File: config.mk
export PLATFORM = sky130hd
export DESIGN_NAME = cov_sum_accumulator
export DESIGN_NICKNAME = d
export VERILOG_FILES = /design/src/rtl/cov_sum_accumulator.sv
export SDC_FILE = /design/constraint.sdc
export NUM_CORES = 2
export LEC_CHECK = 0
export ABC_AREA = 1
export BUFFER_PORTS_ARGS = -buffer_cell sky130_fd_sc_hd__buf_2
export CAP_MARGIN = 25
export CELL_PAD_IN_SITES_DETAIL_PLACEMENT = 1
export CELL_PAD_IN_SITES_GLOBAL_PLACEMENT = 1
export CORE_MARGIN = 5
export CORE_UTILIZATION = 50
export CTS_CLUSTER_DIAMETER = 30
export DETAILED_ROUTE_END_ITERATION = 6
export HOLD_SLACK_MARGIN = 0.06
export PLACE_DENSITY_LB_ADDON = 0.1
export SLEW_MARGIN = 20
export SYNTH_ARGS = -nofsm -noshare
export SYNTH_HDL_FRONTEND = slang
export SYNTH_SLANG_ARGS = --single-unit
export TNS_END_PERCENT = 100
File: constraint.sdc
create_clock -name clock -period 10.9 [get_ports clock]
set_input_delay 0 -clock clock [delete_from_list [all_inputs] [get_ports clock]]
set_output_delay 0 -clock clock [all_outputs]
set_load 0.02 [all_outputs]
File: src/rtl/cov_sum_accumulator.sv
// Coverage sum accumulator: counts distinct hashed coverage indices since the
// last clear, using a DEPTH x 1 seen-bitmap with a synchronous read port.
// A sweep FSM zeroes the bitmap after reset and whenever a new round starts.
//
// Handshake: cov_valid has no ready. An index is accepted on every RUN cycle
// it is valid and silently dropped while clear_busy is high or on the cycle
// clear_req is pulsed. new_hit is a one-cycle pulse, two edges after cov_valid.
module cov_sum_accumulator #(
    parameter int IDX_W = 10,
    parameter int SUM_W = 30
) (
    input  logic             clock,
    input  logic             reset,
    input  logic             cov_valid,
    input  logic [IDX_W-1:0] cov_idx,
    input  logic             clear_req,
    output logic             clear_busy,
    output logic             new_hit,
    output logic [SUM_W-1:0] cov_sum,
    output logic             dbg_state
);

    localparam int DEPTH = 1 << IDX_W;
    localparam logic [IDX_W-1:0] LAST_PTR = '1;
    localparam logic [SUM_W-1:0] SUM_MAX  = '1;

    typedef enum logic {
        ST_CLEAR = 1'b0,
        ST_RUN   = 1'b1
    } state_t;

    state_t           state_q, state_d;
    logic [IDX_W-1:0] sweep_ptr_q, sweep_ptr_d;
    logic             s1_valid_q, s1_valid_d;
    logic [IDX_W-1:0] s1_idx_q, s1_idx_d;
    logic             fwd_valid_q, fwd_valid_d;
    logic [IDX_W-1:0] fwd_idx_q, fwd_idx_d;
    logic             new_hit_q, new_hit_d;
    logic [SUM_W-1:0] cov_sum_q, cov_sum_d;
    logic             clear_busy_q, clear_busy_d;

    // Bitmap storage: no reset, contents are defined only by the sweep.
    logic             bitmap [DEPTH];
    logic             rd_bit_q;
    logic             wr_en;
    logic [IDX_W-1:0] wr_addr;
    logic             wr_data;
    logic [IDX_W-1:0] rd_addr;
    logic             seen;
    logic             hit;

    // Next-state, pipeline and single-write-port arbitration.
    always_comb begin
        state_d      = state_q;
        sweep_ptr_d  = sweep_ptr_q;
        s1_valid_d   = 1'b0;
        s1_idx_d     = s1_idx_q;
        fwd_valid_d  = 1'b0;
        fwd_idx_d    = fwd_idx_q;
        new_hit_d    = 1'b0;
        cov_sum_d    = cov_sum_q;
        wr_en        = 1'b0;
        wr_addr      = sweep_ptr_q;
        wr_data      = 1'b0;
        // Masking the address keeps an undriven cov_idx out of the read path.
        rd_addr      = cov_valid ? cov_idx : '0;
        // The previous hit's write lands on the same edge as this entry's read,
        // so the read data is stale for a back-to-back duplicate.
        seen         = rd_bit_q || (fwd_valid_q && (fwd_idx_q == s1_idx_q));
        hit          = (state_q == ST_RUN) && !clear_req && s1_valid_q && !seen;

        case (state_q)
            ST_CLEAR: begin
                wr_en     = 1'b1;
                wr_addr   = sweep_ptr_q;
                wr_data   = 1'b0;
                cov_sum_d = '0;
                if (clear_req) begin
                    sweep_ptr_d = '0;
                end else if (sweep_ptr_q == LAST_PTR) begin
                    state_d     = ST_RUN;
                    sweep_ptr_d = '0;
                end else begin
                    sweep_ptr_d = sweep_ptr_q + 1'b1;
                end
            end
            default: begin
                if (clear_req) begin
                    // Anything in S1/S2 is squashed by leaving s1_valid_d low.
                    state_d     = ST_CLEAR;
                    sweep_ptr_d = '0;
                    cov_sum_d   = '0;
                end else begin
                    s1_valid_d = cov_valid;
                    if (cov_valid) begin
                        s1_idx_d = cov_idx;
                    end
                    if (hit) begin
                        wr_en       = 1'b1;
                        wr_addr     = s1_idx_q;
                        wr_data     = 1'b1;
                        new_hit_d   = 1'b1;
                        fwd_valid_d = 1'b1;
                        fwd_idx_d   = s1_idx_q;
                        if (cov_sum_q != SUM_MAX) begin
                            cov_sum_d = cov_sum_q + 1'b1;
                        end
                    end
                end
            end
        endcase

        clear_busy_d = (state_d == ST_CLEAR);
    end

    // Control, pipeline and output registers.
    always_ff @(posedge clock or posedge reset) begin
        if (reset) begin
            state_q      <= ST_CLEAR;
            sweep_ptr_q  <= '0;
            s1_valid_q   <= 1'b0;
            s1_idx_q     <= '0;
            fwd_valid_q  <= 1'b0;
            fwd_idx_q    <= '0;
            new_hit_q    <= 1'b0;
            cov_sum_q    <= '0;
            clear_busy_q <= 1'b1;
        end else begin
            state_q      <= state_d;
            sweep_ptr_q  <= sweep_ptr_d;
            s1_valid_q   <= s1_valid_d;
            s1_idx_q     <= s1_idx_d;
            fwd_valid_q  <= fwd_valid_d;
            fwd_idx_q    <= fwd_idx_d;
            new_hit_q    <= new_hit_d;
            cov_sum_q    <= cov_sum_d;
            clear_busy_q <= clear_busy_d;
        end
    end

    // Seen-bitmap: one write port, registered read (read-before-write).
    always_ff @(posedge clock) begin
        if (wr_en) begin
            bitmap[wr_addr] <= wr_data;
        end
        rd_bit_q <= bitmap[rd_addr];
    end

    assign clear_busy = clear_busy_q;
    assign new_hit    = new_hit_q;
    assign cov_sum    = cov_sum_q;
    assign dbg_state  = state_q;

endmodule

# Word level (Yosys, flattened, before mapping)

Memory sizes are Yosys's and may differ from the RTL's. A register that Yosys moved wholly into a read port is not among the register bits.
Cells that the tools add are included.

Word-level logic and storage cells: 53
Memories: 1
Output and inout port bits: 33
Bits in writable memories: 1024
Flip-flop bits (word level): 64

Memories:

| memory | words | bits a word | rd ports | clocked after Yosys merged registers in | write ports | RTL line | RTL |
|---|---|---|---|---|---|---|---|
| bitmap | 1024  | 1           | 1        | 1                                       | 1           | 43       | `logic bitmap [DEPTH];` |

Muxes and demuxes: 24
Bitwise logic cells: 2
Eq/ne operators: 6
$add $sub $neg: 2
Reduce and logical (&&, ||, !) cells: 10

Operators by type and width:

| kind                  | number |
|---|---|
| $mux 30               | 4 |
| $mux 10               | 8 |
| $add 30x1->30 const B | 1 |
| $ne 30x30->1 const B  | 1 |
| $mux 1                | 12 |
| $add 10x1->10 const B | 1 |
| $eq 10x10->1          | 1 |
| $eq 10x10->1 const B  | 1 |
| $ne 3x2->1 const B    | 2 |
| $reduce_and 3->1      | 2 |
| $logic_and 1x1->1     | 4 |
| $logic_not 1->1       | 2 |
| $ne 2x2->1 const B    | 1 |
| $not 1->1             | 2 |
| $reduce_and 2->1      | 1 |
| $logic_or 1x1->1      | 1 |

# Logic depth before layout (Yosys ltp)

Depth in word-level cells: 10
Depth in mapped cells: 17
Mapped depth without buffers: 15

# Least setup slack after synthesis

Ideal clock, no wire load.

Path type: register to register
Start point: register state_q, in the netlist dbg_state
End point: memory bitmap[800] (enable)
Setup slack: 5.225 ns
Library setup time: 0.300 ns
Clock period less this slack: 5.675 ns
Arrival: 5.375 ns
Stages on the path, launching flop included: 16
Cell sequence: dfrtp_1 -> buf_4 -> inv_2 -> nor2_4 -> inv_2 -> nor3b_2 -> a21boi_4 -> buf_6 -> buf_6 -> nand2_1 -> o21ai_1 -> nand2_1 -> nor2_2 -> nand3_2 -> clkbuf_1 -> nor2_1

Cells in the longest elaborated chain, start to end: 8
Elaborated cells between the ends (all ways): 11
Those cells by class: 8 x mux; 3 x reduce/logical

Ends and longest elaborated chain:

| what                           | RTL line | RTL |
|---|---|---|
| start: declaration             | 32       | `state_t state_q, state_d;` |
| start signal: assignment       | 129      | `state_q <= state_d;` |
| $logic_and 1x1->1 (3 in a row) | 70       | `hit = (state_q == ST_RUN) && !clear_req && s1_valid_q && !seen;` |
| $mux 1                         | 98       | `if (hit) begin` |
| $mux 1                         | 88       | `if (clear_req) begin` |
| $mux 1                         | 72       | `case (state_q)` |
| $mux 1                         | 143      | `if (wr_en) begin` |
| $mux 1 (not written as such)   | 144      | `bitmap[wr_addr] <= wr_data;` |
| end: declaration               | 43       |  |

Parallel ways exist; a longest one is shown, timed or not.

# Worst setup path in the final report

Start point: register state_q, in the netlist dbg_state
End point: memory bitmap[524] (enable)

The elaborated chain is that of the path after synthesis.

==> results.ini <==
[logic_synthesis]
syn_area_um2=51800
synth_flop_cell=edfxtp_1
synthArstFlopShare_pct=5.88
synth_top_family_by_area=simple AND/OR/NAND/NOR gates
synth-compound-area-share_pct=3.29
synth_cell_type_count=40
ys_ff_latch=1089
synth_edf_count=1024
synth_adder_area_share_pct=0.0484
mappedNetlistNets=5716
ys_seq_area_share_pct=62.6
syn_inst=5700
synthMuxAreaShare_pct=0
synth_xor_area_share_pct=0.355
yosys.area_share.simple_pct=25.4
yosysWarnings=0
avgSynthCellArea_um2=9.08

[timing]
worst_pin_slew_ns=1.19
fin_crit_ns=6.13
grt_setup_unrepaired=false
fmax_ghz=0.163
slew_headroom_pct=21.0
finalHoldViolations=0
period_share_pct=56.2
final_max_slew_viol_count=0
finalSetupViolCount=0
clock_skew_ns=0.0403
setup_tns_ns=0

[critical_path]
critPathRequiredTime_ns=11.36
cp_slowest_stage_delay_ns=0.98
crit_slowest_cell=nand3_2
crit_type=reg2reg
startpoint_type=flip-flop
path_delay_family=simple AND/OR/NAND/NOR gates
crit_arrival_ns=6.59
end_kind=flip-flop
crit_buf_inv=5
crit_path_max_fanout=255
crit_chain=inv_2 > nor2_4 > inv_2 > nor3b_2 > a21boi_4 > buf_16 > buf_12 > nand2_1 > o21ai_2 > inv_1 > nor2_1 > nand3_2 > nor2_1

[die]
num_rows=118
initial_core_util_pct=50.1
die_height_um=332
coreArea_um2=103000
pin_count=47
die-area_um2=110000
dieWidth_um=332

[flow_run]
drv_cap=0

[clocking]
cts_buffer_depth=3
cts_buffers=236
cts_tree=done
cts-htree-levels=4
cts_root_buffer=clkbuf_16
clk_latency_ns=0.82
cts_resized=0
path_clk_slew_ns=0.05
clock-sinks=1089

[routing]
wire_per_inst_um=24.8
dr.pass1.iters=6
drtIter0Drc=3922
final_antenna_net_count=0
num_vias=42500
drc_errors=0
drt_wl_total_mm=180
viasPerCell=5.85

[grt]
gr-usage-all-layers_pct=31.8
grt_pass1_wl_mm=268
antenna_found_initial=3
grt_pass1_vias=44100
grt_overflow=0
grt_max_degree=268

[worst_hold_path]
min_path_type=in2reg

[cells_and_area]
mostFrequentLayoutCells=nor2_1 (1208), nand2_1 (1072), edfxtp_1 (1024)
nets=5691
drive_gt1_share_pct=10.5
synthToLayoutAreaGrowth_pct=19.6
layout_commonest_cell=nor2_1
instances_no_fill=7256
n_antenna_cell=0

[power_and_ir_drop]
powerDensity_nw_per_um2=208
leakage_nw=24.1
ir_drop_uv=148

[placement]
placed_cells=6793
port_buffers=46
dpl.hpwl_mm=92.1
place_congestion=0.866

[status]
outcome=complete, no violations

[report_power, final]
part / switching, mW / leakage, nW / internal, mW
sequential: 0.00993 / 8.65 / 4.54
clock: 2.42 / 4.04 / 5.11
combinational: 0.633 / 11.4 / 0.149
[cell families (layout without fill, tap and decap cells)]
| group | count (synthesis) | in the layout |
|---|---|---|
| AND/OR/NAND/NOR | 3184 | 3184 |
| AO/OA/AOI/OAI | 258 | 258 |
| buffers and inverters | 1146 | 1322 |
| XOR/XNOR | 21 | 21 |
| flip-flops | 1089 | 1089 |
| adder cells (fa/ha/maj) | 2 | 2 |
[routing by layer]
layer | global-route usage, % | share of wire [%]
met5 | 0 | 0.0067
met4 | 14.3 | 4.7
met3 | 5.23 | 6.9
met2 | 54.7 | 49
met1 | 39.7 | 39
[tightest hold or removal path, stage by stage]
cell and delay, ns:
dlygate4sd3_1 0.53, buf_2 0.21, nand2_1 0.09, o21ai_0 0.08
[layout make-up]
cell class / instances / area (um2)
Tap cell: 1380 / 1730
Fill cell: 11300 / 41300
Clock buffer: 267 / 6240
Sequential cell: 1089 / 32400
Inverter: 717 / 2710
Multi-Input combinational cell: 3465 / 15200
Clock inverter: 172 / 2200
Timing Repair Buffer: 166 / 1410
[through the flow]
step                      util, %  hold WS (ns)  worst slack, ns  total power [mW]  instance area, um2
after floorplan                 -         0.110             5.23              5.01               51800
after global placement       51.4         0.271             4.95              5.36               53000
after detailed placement     51.5         0.276             4.73              5.38               53100
after CTS                    59.8        0.0749             4.57              12.9               61700
after global routing         60.0         0.131             4.46              13.2               61900
final                        60.0         0.131             4.77              12.9               61900
[worst paths after layout]
| path | endpoint | cells after the start | slack, ns | start |
|---|---|---|---|---|
| worst max-delay path | bitmap[524] | 13 | 4.77 | dbg_state |
| worst min-delay path | s1_idx_q[7] | 4 | 0.13 | cov_idx[7] |
| worst max register to register | bitmap[524] | 13 | 4.77 | dbg_state |
| worst min register to register | fwd_idx_q[4] | 2 | 0.52 | fwd_idx_q[4] |
| max in group asynchronous | cov_sum[0] | 5 | 9.74 | reset |
| min in group asynchronous | cov_sum[29] | 5 | 0.56 | reset |
[registers in the layout, indices dropped and copies added (netlist names)]
name and count:
fwd_idx_q 10, s1_idx_q 10, dbg_state 1, new_hit 1, s1_valid_q 1, bitmap 1024
cov_sum 30, clear_busy 1, rd_bit_q 1, sweep_ptr_q 10
[Yosys cell counts (2+ instances only)]
master	number	share of area [%]
edfxtp_1	1024	59
nand4_1	10	0.12
o41ai_1	5	0.085
a21oi_1	12	0.12
buf_1	54	0.39
ha_1	2	0.048
xor2_1	15	0.25
xnor2_1	6	0.10
o21ai_1	5	0.048
nand3_1	843	8.2
inv_2	5	0.036
nor3_1	17	0.16
clkbuf_1	359	2.6
o21ai_0	83	0.80
o22ai_1	9	0.11
o32ai_1	2	0.034
nand2_1	1080	7.8
inv_1	712	5.2
buf_2	13	0.13
buf_6	2	0.044
dfrtp_1	63	3.0
nor2_2	11	0.13
nor4_1	10	0.12
o211ai_1	134	1.9
nor2_1	1208	8.8
o21ai_2	2	0.034
[repair_timing]
action	in CTS	in global routing
endpoints found under the hold margin	111	0
hold buffers	17	0
setup buffers	0	0
No activity file was read; power rests on OpenSTA's default activity.
